`config.mk`:
```
export PLATFORM = sky130hd
export DESIGN_NAME = prog_clock_divider
export DESIGN_NICKNAME = d
export VERILOG_FILES = /design/src/rtl/prog_clock_divider.sv
export SDC_FILE = /design/constraint.sdc
export NUM_CORES = 1
export LEC_CHECK = 0
export CAP_MARGIN = 5
export CORE_MARGIN = 2
export CORE_UTILIZATION = 60
export CTS_BUF_LIST = sky130_fd_sc_hd__clkbuf_4 sky130_fd_sc_hd__clkbuf_8 sky130_fd_sc_hd__clkbuf_16
export DETAILED_ROUTE_END_ITERATION = 12
export PLACE_DENSITY_LB_ADDON = 0.08
export SLEW_MARGIN = 25
export SYNTH_ARGS = -nofsm -noshare
export SYNTH_HDL_FRONTEND = slang
export SYNTH_SLANG_ARGS = --single-unit
```
`constraint.sdc`:
```
create_clock -name clk_in -period 7.4 [get_ports clk_in]
set_input_delay 1.48 -clock clk_in [delete_from_list [all_inputs] [get_ports clk_in]]
set_output_delay 1.48 -clock clk_in [all_outputs]
set_load 0.03 [all_outputs]
```
`src/rtl/prog_clock_divider.sv`:
```
// Runtime-programmable clock divider: one-cycle tick every cur_div enabled cycles,
// a 50% square wave toggling on each tick, and a glitch-free divisor reload at wrap.
module prog_clock_divider #(
  parameter int unsigned        WIDTH       = 27,
  parameter logic [WIDTH-1:0]   DEFAULT_DIV = WIDTH'(100000000)
) (
  input  logic             clk_in,
  input  logic             reset_n,
  input  logic             en,
  input  logic             sclr,
  input  logic [WIDTH-1:0] div_in,
  input  logic             div_load,
  output logic             tick,
  output logic             clk_out,
  output logic [WIDTH-1:0] cur_div,
  output logic             div_busy
);

  logic [WIDTH-1:0] cnt;
  logic [WIDTH-1:0] pend;
  logic             wrap;

  // A zero divisor would make the wrap compare underflow, so it is promoted to 1.
  function automatic logic [WIDTH-1:0] clamp_div(input logic [WIDTH-1:0] d);
    return (d == '0) ? WIDTH'(1) : d;
  endfunction

  always_comb begin
    wrap = 1'b0;
    if (!sclr && en && (cnt == cur_div - WIDTH'(1)))
      wrap = 1'b1;
  end

  // Count, tick and square-wave state
  always_ff @(posedge clk_in or negedge reset_n) begin
    if (!reset_n) begin
      cnt     <= '0;
      tick    <= 1'b0;
      clk_out <= 1'b0;
    end else if (sclr) begin
      cnt     <= '0;
      tick    <= 1'b0;
      clk_out <= 1'b0;
    end else if (en) begin
      if (wrap) begin
        cnt     <= '0;
        tick    <= 1'b1;
        clk_out <= ~clk_out;
      end else begin
        cnt     <= cnt + WIDTH'(1);
        tick    <= 1'b0;
      end
    end else begin
      tick <= 1'b0;
    end
  end

  // Divisor pending/apply: the value pending before a wrap edge is the one applied,
  // so a load landing on that same edge simply becomes the next pending value.
  always_ff @(posedge clk_in or negedge reset_n) begin
    if (!reset_n) begin
      cur_div  <= DEFAULT_DIV;
      pend     <= DEFAULT_DIV;
      div_busy <= 1'b0;
    end else begin
      if (wrap && div_busy)
        cur_div <= pend;
      if (div_load) begin
        pend     <= clamp_div(div_in);
        div_busy <= 1'b1;
      end else if (wrap) begin
        div_busy <= 1'b0;
      end
    end
  end

endmodule

```
==> metrics.yaml, run 1 <==
grt:
  gr-total-overflow: 0
  grt_max_degree: 85
  grt_pass1_vias: 3493
  grt_use_total_pct: 25.93
  antenna_found_initial: 0
  grt_pass1_wl_um: 17490
setup_path:
  crit_family: "simple AND/OR/NAND/NOR gates"
  reg2reg_to: "cur_div[9]"
  end_kind: "flop"
  crit_type: "reg -> reg"
  crit_path_frequent_cell: "nor4_4"
  cp_max_fo: 27
  arrival_ns: 4.23
  worstRegToRegCells: 10
  start_kind: "flop"
  crit_chain: "inv_1 > ha_1 > or4b_1 > nor4_4 > nand3b_1 > xnor2_1 > nand3_1 > nor4_4 > nand3_4 > mux2_4"
  cp_slowest_cell: "or4b_1"
  cpPeakStageDelay_ns: 0.65
  reg2reg_slack_ns: 3.40
  critical_path_required_ns: 7.63
  r2r-start: "cur_div[0]"
  cp_num_buf_inv: 1
cts:
  cts_tree: "done"
  clockBufferDepth: 2
  cts.repair.resized: 0
  cts_buffers: 9
  post_cts_buffers: 0
  cts_max_level: 3
  clock-root-buffer: "clkbuf_8"
  cts_hold_buf: 0
  clkSlewWorstSetupHoldPaths_ns: 0.08
  cts.sinks: 84
  clk_latency_ns: 0.35
placed_design:
  io_buffers: 61
  place.gp.congestion: 0.8405
  preCtsSetupSlack_ns: 3.216
  hpwl_um: 7463
drt:
  viasPerCell: 5.876
  drcViolationCount: 0
  ant_nets: 0
  dr.pass1.iters: 5
  wire_per_inst_um: 17.63
  drt_iter0_drc: 210
  routed_wl_um: 10400
  num_vias: 3467
floorplanning:
  rows: 32
  die_w_um: 92.62
  start_util_pct: 61.30
  die_h_um: 92.62
  io_pins: 62
  die-area_um2: 8578
  core_um2: 7687
logic_synthesis:
  synth_top_cell_area_share_pct: 31.86
  ys_top_cells_by_area: "dfrtp_1, dfstp_2, mux2_2"
  synth_enable_flop_cells: 0
  synth_cells: 429
  synthTopCellsByCount: "dfrtp_1, nor2_1, mux2_2"
  netlist_area_um2: 4712
  ys_types: 58
  yosys_warnings: 0
  async_flop_share_pct: 100.0
  ys_ff_latch: 84
  avgSynthCellArea_um2: 10.98
  synth_largest_area_cell: "dfrtp_1"
  synthesis.nets: 463
  ys_seq_area_share_pct: 45.25
  dominantRegCellSynth: "dfrtp_1"
  yosysMostFrequentCell: "dfrtp_1"
timing:
  slew_headroom_pct: 44.54
  finalCritPeriodShare_pct: 54.01
  rsz0062_at_grt: "false"
  clock_skew_ns: 0.01683
  max_freq_mhz: 250.2
  setup_slack_ns: 3.403
  hold_viol_final: 0
  max_slew.worst_pin.slew_ns: 0.8255
  period_needed_ns: 3.997
  setup_tns_ns: 0
  setup_viol: 0
  slew_viol_final: 0
cells_and_area:
  area_growth_pct: 18.11
  antenna_cells: 0
  nFillCells: 562
  layout-drive-gt1-share_pct: 22.13
  fin_nets: 517
pwr:
  seq_power_share_pct: 55.9
  p_sw_share_pct: 23.04
  combPwrFrac_pct: 6.5
  power.total_uw: 874.9
  clkPwrFrac_pct: 37.6
  switchingPower_uw: 201.6
  p_per_area_nw_per_um2: 157.2
  p_leak_nw: 2.365
  max-vdd-ir-drop_v: 0.0001005
  internal-power_uw: 673.4
run:
  maxCapViolCount: 0
min_path:
  min_path_type: "reg -> reg"
  holdPathStages: 1
  hold_end: "clk_out"
  hold_start: "clk_out"
status:
  status: "complete, no violations"
-- cell families (layout without fill, tap and decap cells) --
| group | after synthesis | after routing | synth area share, % |
|---|---|---|---|
| buffers and inverters | 24 | 83 | 2.363 |
| and+or+nand+nor | 168 | 168 | 20.15 |
| muxes | 58 | 58 | 15.32 |
| DFF | 84 | 84 | 45.25 |
| xor gates and xnor gates | 53 | 53 | 9.851 |
| AOI/OAI and AO/OA | 40 | 40 | 6.532 |
| adders and majority gates | 2 | 2 | 0.5310 |
-- area by class of cell --
type,count,area (um^2),share of cell area (%)
Sequential cell,84,2132,38.31
Timing Repair Buffer,62,619.3,11.13
Clock inverter,6,67.56,1.214
Clock buffer,10,131.4,2.361
Inverter,5,18.77,0.3372
Multi-Input combinational cell,321,2469,44.36
Tap cell,102,127.6,2.293
-- worst max path at each step --
stage                     from          end  slack (ns)  cells after the start
floorplan           cur_div[0]  cur_div[10]        4.03                     12
global placement            en  cur_div[19]        3.26                      8
detailed placement          en  cur_div[17]        3.22                      8
CTS                 cur_div[0]   cur_div[9]        3.41                     10
global route        cur_div[0]   cur_div[5]        3.15                     10
finish              cur_div[0]   cur_div[9]        3.40                     10
-- metal layers --
layer / global-route usage [%] / part of all wire [%] / vias up
li1: - / - / 1654
met1: 37.60 / 46 / 1681
met2: 39.66 / 47 / 111
met3: 3.580 / 4.0 / 21
met4: 10.29 / 2.3 / 0
met5: 0 / 0 / -
-- worst reg2reg max path: cells and delay by family (launching register included) --
kind	cells	cell delay [ns]
multiplexers	1	0.47
AND/OR/NAND/NOR	6	2.34
adder cells (fa/ha/maj)	1	0.22
XOR/XNOR	1	0.31
buffers and inverters	1	0.09
flip-flops	1	0.46
-- stage by stage --
step,instance area (um^2),instances,utilization [%],hold slack (ns)
4_1_cts,5562,590,72.35,0.4784
3_5_place_dp,5363,574,69.76,0.4664
5_1_grt,5565,590,72.40,0.4889
6_report,5565,590,72.40,0.4737
2_1_floorplan,4712,429,-,0.4766
3_3_place_gp,5363,574,69.76,0.4576
-- registers in the layout (all words and copies together), names as in the netlist --
signal    cells
clk_out       1
cnt          27
cur_div      27
div_busy      1
pend         27
tick          1
-- cell usage in the layout (no fill, tap or decap), types with 10 or more instances in the layout --
master / instances
nor2_1: 47
mux2_2: 33
dfstp_2: 24
clkdlybuf4s50_1: 60
nor4_1: 10
dfrtp_1: 60
nand2_1: 22
nor3_1: 19
nand3_1: 16
mux2_4: 20
xnor2_1: 25
xor2_1: 28
-- power by group through the flow --
| stage | clock (mW) | combinational, mW | sequential (mW) |
|---|---|---|---|
| after global routing | 0.357 | 0.0623 | 0.491 |
| after floorplan | 0 | 0.0259 | 0.494 |
| after global placement | 0 | 0.0547 | 0.497 |
| after detailed placement | 0 | 0.0564 | 0.498 |
| after CTS | 0.339 | 0.0573 | 0.490 |
| final | 0.329 | 0.0566 | 0.489 |
No activity file was read; power rests on OpenSTA's default activity.
==> run 2, diff against run 1 <==
--- a/config.mk
+++ b/config.mk
@@ -7,7 +7,7 @@
 export LEC_CHECK = 0
 export CAP_MARGIN = 5
 export CORE_MARGIN = 2
-export CORE_UTILIZATION = 60
+export CORE_UTILIZATION = 56
 export CTS_BUF_LIST = sky130_fd_sc_hd__clkbuf_4 sky130_fd_sc_hd__clkbuf_8 sky130_fd_sc_hd__clkbuf_16
 export DETAILED_ROUTE_END_ITERATION = 12
 export PLACE_DENSITY_LB_ADDON = 0.08
==> constraint.sdc (replaced) <==
create_clock -name clk_in -period 3.8 [get_ports clk_in]
set_input_delay 0.76 -clock clk_in [delete_from_list [all_inputs] [get_ports clk_in]]
set_output_delay 0.76 -clock clk_in [all_outputs]
set_load 0.03 [all_outputs]
==> run 2 against run 1 <==
Against the previous run:
- global-route usage is 1.6 points lower
- critical endpoint is now cur_div[19]
- wire length rose by 1.1%
- count of clock-buffer cells in the layout unchanged
- final area is 2.2% higher
- critical path type unchanged
- combinational power increased by 98%
==> metrics.yaml, run 2 (same netlist as run 1, synthesis figures left out) <==
drt:
  dr.pass1.iters: 4
  ant_nets: 0
  drcViolationCount: 0
  routed_wl_um: 10510
  wire_per_inst_um: 17.35
  num_vias: 3495
  drt_iter0_drc: 210
  viasPerCell: 5.767
setup_path:
  end_kind: "flop"
  arrival_ns: 3.73
  reg2reg_slack_ns: 0.32
  cp_num_buf_inv: 2
  cp_slowest_cell: "or4_1"
  critical_path_required_ns: 4.05
  reg2reg_to: "cur_div[19]"
  cpPeakStageDelay_ns: 0.70
  crit_family: "simple AND/OR/NAND/NOR gates"
  crit_path_frequent_cell: "buf_4"
  crit_chain: "or4_1 > nor4_4 > buf_4 > nand3_2 > nor4b_2 > nor3_1 > a211oi_4 > nand3_4 > buf_4 > mux2_4"
  r2r-start: "cur_div[5]"
  worstRegToRegCells: 10
  crit_type: "reg -> reg"
  start_kind: "flop"
  cp_max_fo: 11
cts:
  clock-root-buffer: "clkbuf_8"
  cts_buffers: 9
  cts.sinks: 84
  clockBufferDepth: 2
  clkSlewWorstSetupHoldPaths_ns: 0.09
  cts_hold_buf: 0
  cts_tree: "done"
  cts_max_level: 3
  clk_latency_ns: 0.35
cells_and_area:
  nFillCells: 636
  fin_nets: 530
  design_area_um2: 5688
  layout-drive-gt1-share_pct: 24.35
  reg.largest.list: "cnt (27), cur_div (27), pend (27)"
  seqCellArea_um2: 2132
  mostFrequentLayoutCells: "dfrtp_1, clkdlybuf4s50_1, nor2_1"
  antenna_cells: 0
  multi_input_area_um2: 2472
  area_growth_pct: 20.71
placed_design:
  io_buffers: 61
  place.gp.congestion: 0.8552
  place_area_um2: 5461
  hpwl_um: 7829
grt:
  grt_pass1_wl_um: 16710
  antenna_found_initial: 0
  grt_max_degree: 85
  gr-total-overflow: 0
  grt_pass1_vias: 3276
  grt_use_total_pct: 24.36
timing:
  period_needed_ns: 3.485
  rsz0062_at_grt: "false"
  setup_viol: 0
  max_freq_mhz: 287.0
  setup_tns_ns: 0
  slew_headroom_pct: 50.89
  finalCritPeriodShare_pct: 91.71
  slew_viol_final: 0
  whs_ns: 0.4394
  max_slew.worst_pin.slew_ns: 0.7366
  clock_skew_ns: 0.009041
  hold_viol_final: 0
floorplanning:
  die_h_um: 95.73
  core_um2: 8175
  io_pins: 62
  rows: 33
  die-area_um2: 9164
  start_util_pct: 57.64
  die_w_um: 95.73
pwr:
  p_leak_nw: 2.430
  p_per_area_nw_per_um2: 301.6
  max-vdd-ir-drop_v: 0.0002162
run:
  maxCapViolCount: 0
status:
  status: "complete, no violations"
min_path:
  min_path_type: "in -> async"
## run 2: worst max-delay path by stage
stage,start,to,slack [ns],cells past startpoint
after global routing,cur_div[0],cur_div[19],0.12,11
after CTS,cur_div[0],cur_div[19],0.13,11
after detailed placement,cur_div[0],cur_div[19],0.18,11
final,cur_div[5],cur_div[19],0.32,10
after global placement,cur_div[0],cur_div[17],0.27,11
after floorplan,cur_div[0],cur_div[10],0.43,12
## run 2: what timing repair did
item,in CTS,in global routing
setup buffers,0,2
setup endpoints to repair,0,18
resized for setup,0,1
endpoints found under the hold margin,0,0
## run 2: power by group
group	internal [mW]	total, mW	switching, mW
clock	0.318	0.650	0.332
sequential	0.934	0.954	0.0200
combinational	0.0625	0.112	0.0491
## run 2: metrics by stage
stage	cells	power [mW]	utilization [%]	setup WS, ns
finish	606	1.715	69.57	0.3152
global placement	588	1.080	66.80	0.2668
global route	606	1.784	69.57	0.1166
CTS	604	1.731	69.30	0.1342
floorplan	429	1.013	-	0.4251
detailed placement	588	1.083	66.80	0.1759
## run 2: worst reg2reg max path: cells and delay by family, from the launching register on
| kind | cells | cell delay, ns |
|---|---|---|
| muxes | 1 | 0.30 |
| DFF | 1 | 0.49 |
| buffers and inverters | 2 | 0.45 |
| AOI/OAI and AO/OA | 1 | 0.34 |
| and+or+nand+nor | 6 | 1.79 |
## run 2: layout make-up
| class | count | share of cell area (%) |
|---|---|---|
| clock inverters | 6 | 1.276 |
| multi-input cells | 321 | 43.47 |
| flip-flops and latches | 84 | 37.48 |
| inverters | 5 | 0.3300 |
| repair buffers | 75 | 12.82 |
| clock buffers | 10 | 2.310 |
| well taps | 105 | 2.310 |
## run 2: layer usage
| layer | global-route usage [%] | share of wire [%] |
|---|---|---|
| met1 | 34.87 | 48 |
| met2 | 37.59 | 47 |
| met3 | 4.699 | 4.6 |
| met4 | 7.619 | 0.88 |
| met5 | 0 | 0 |
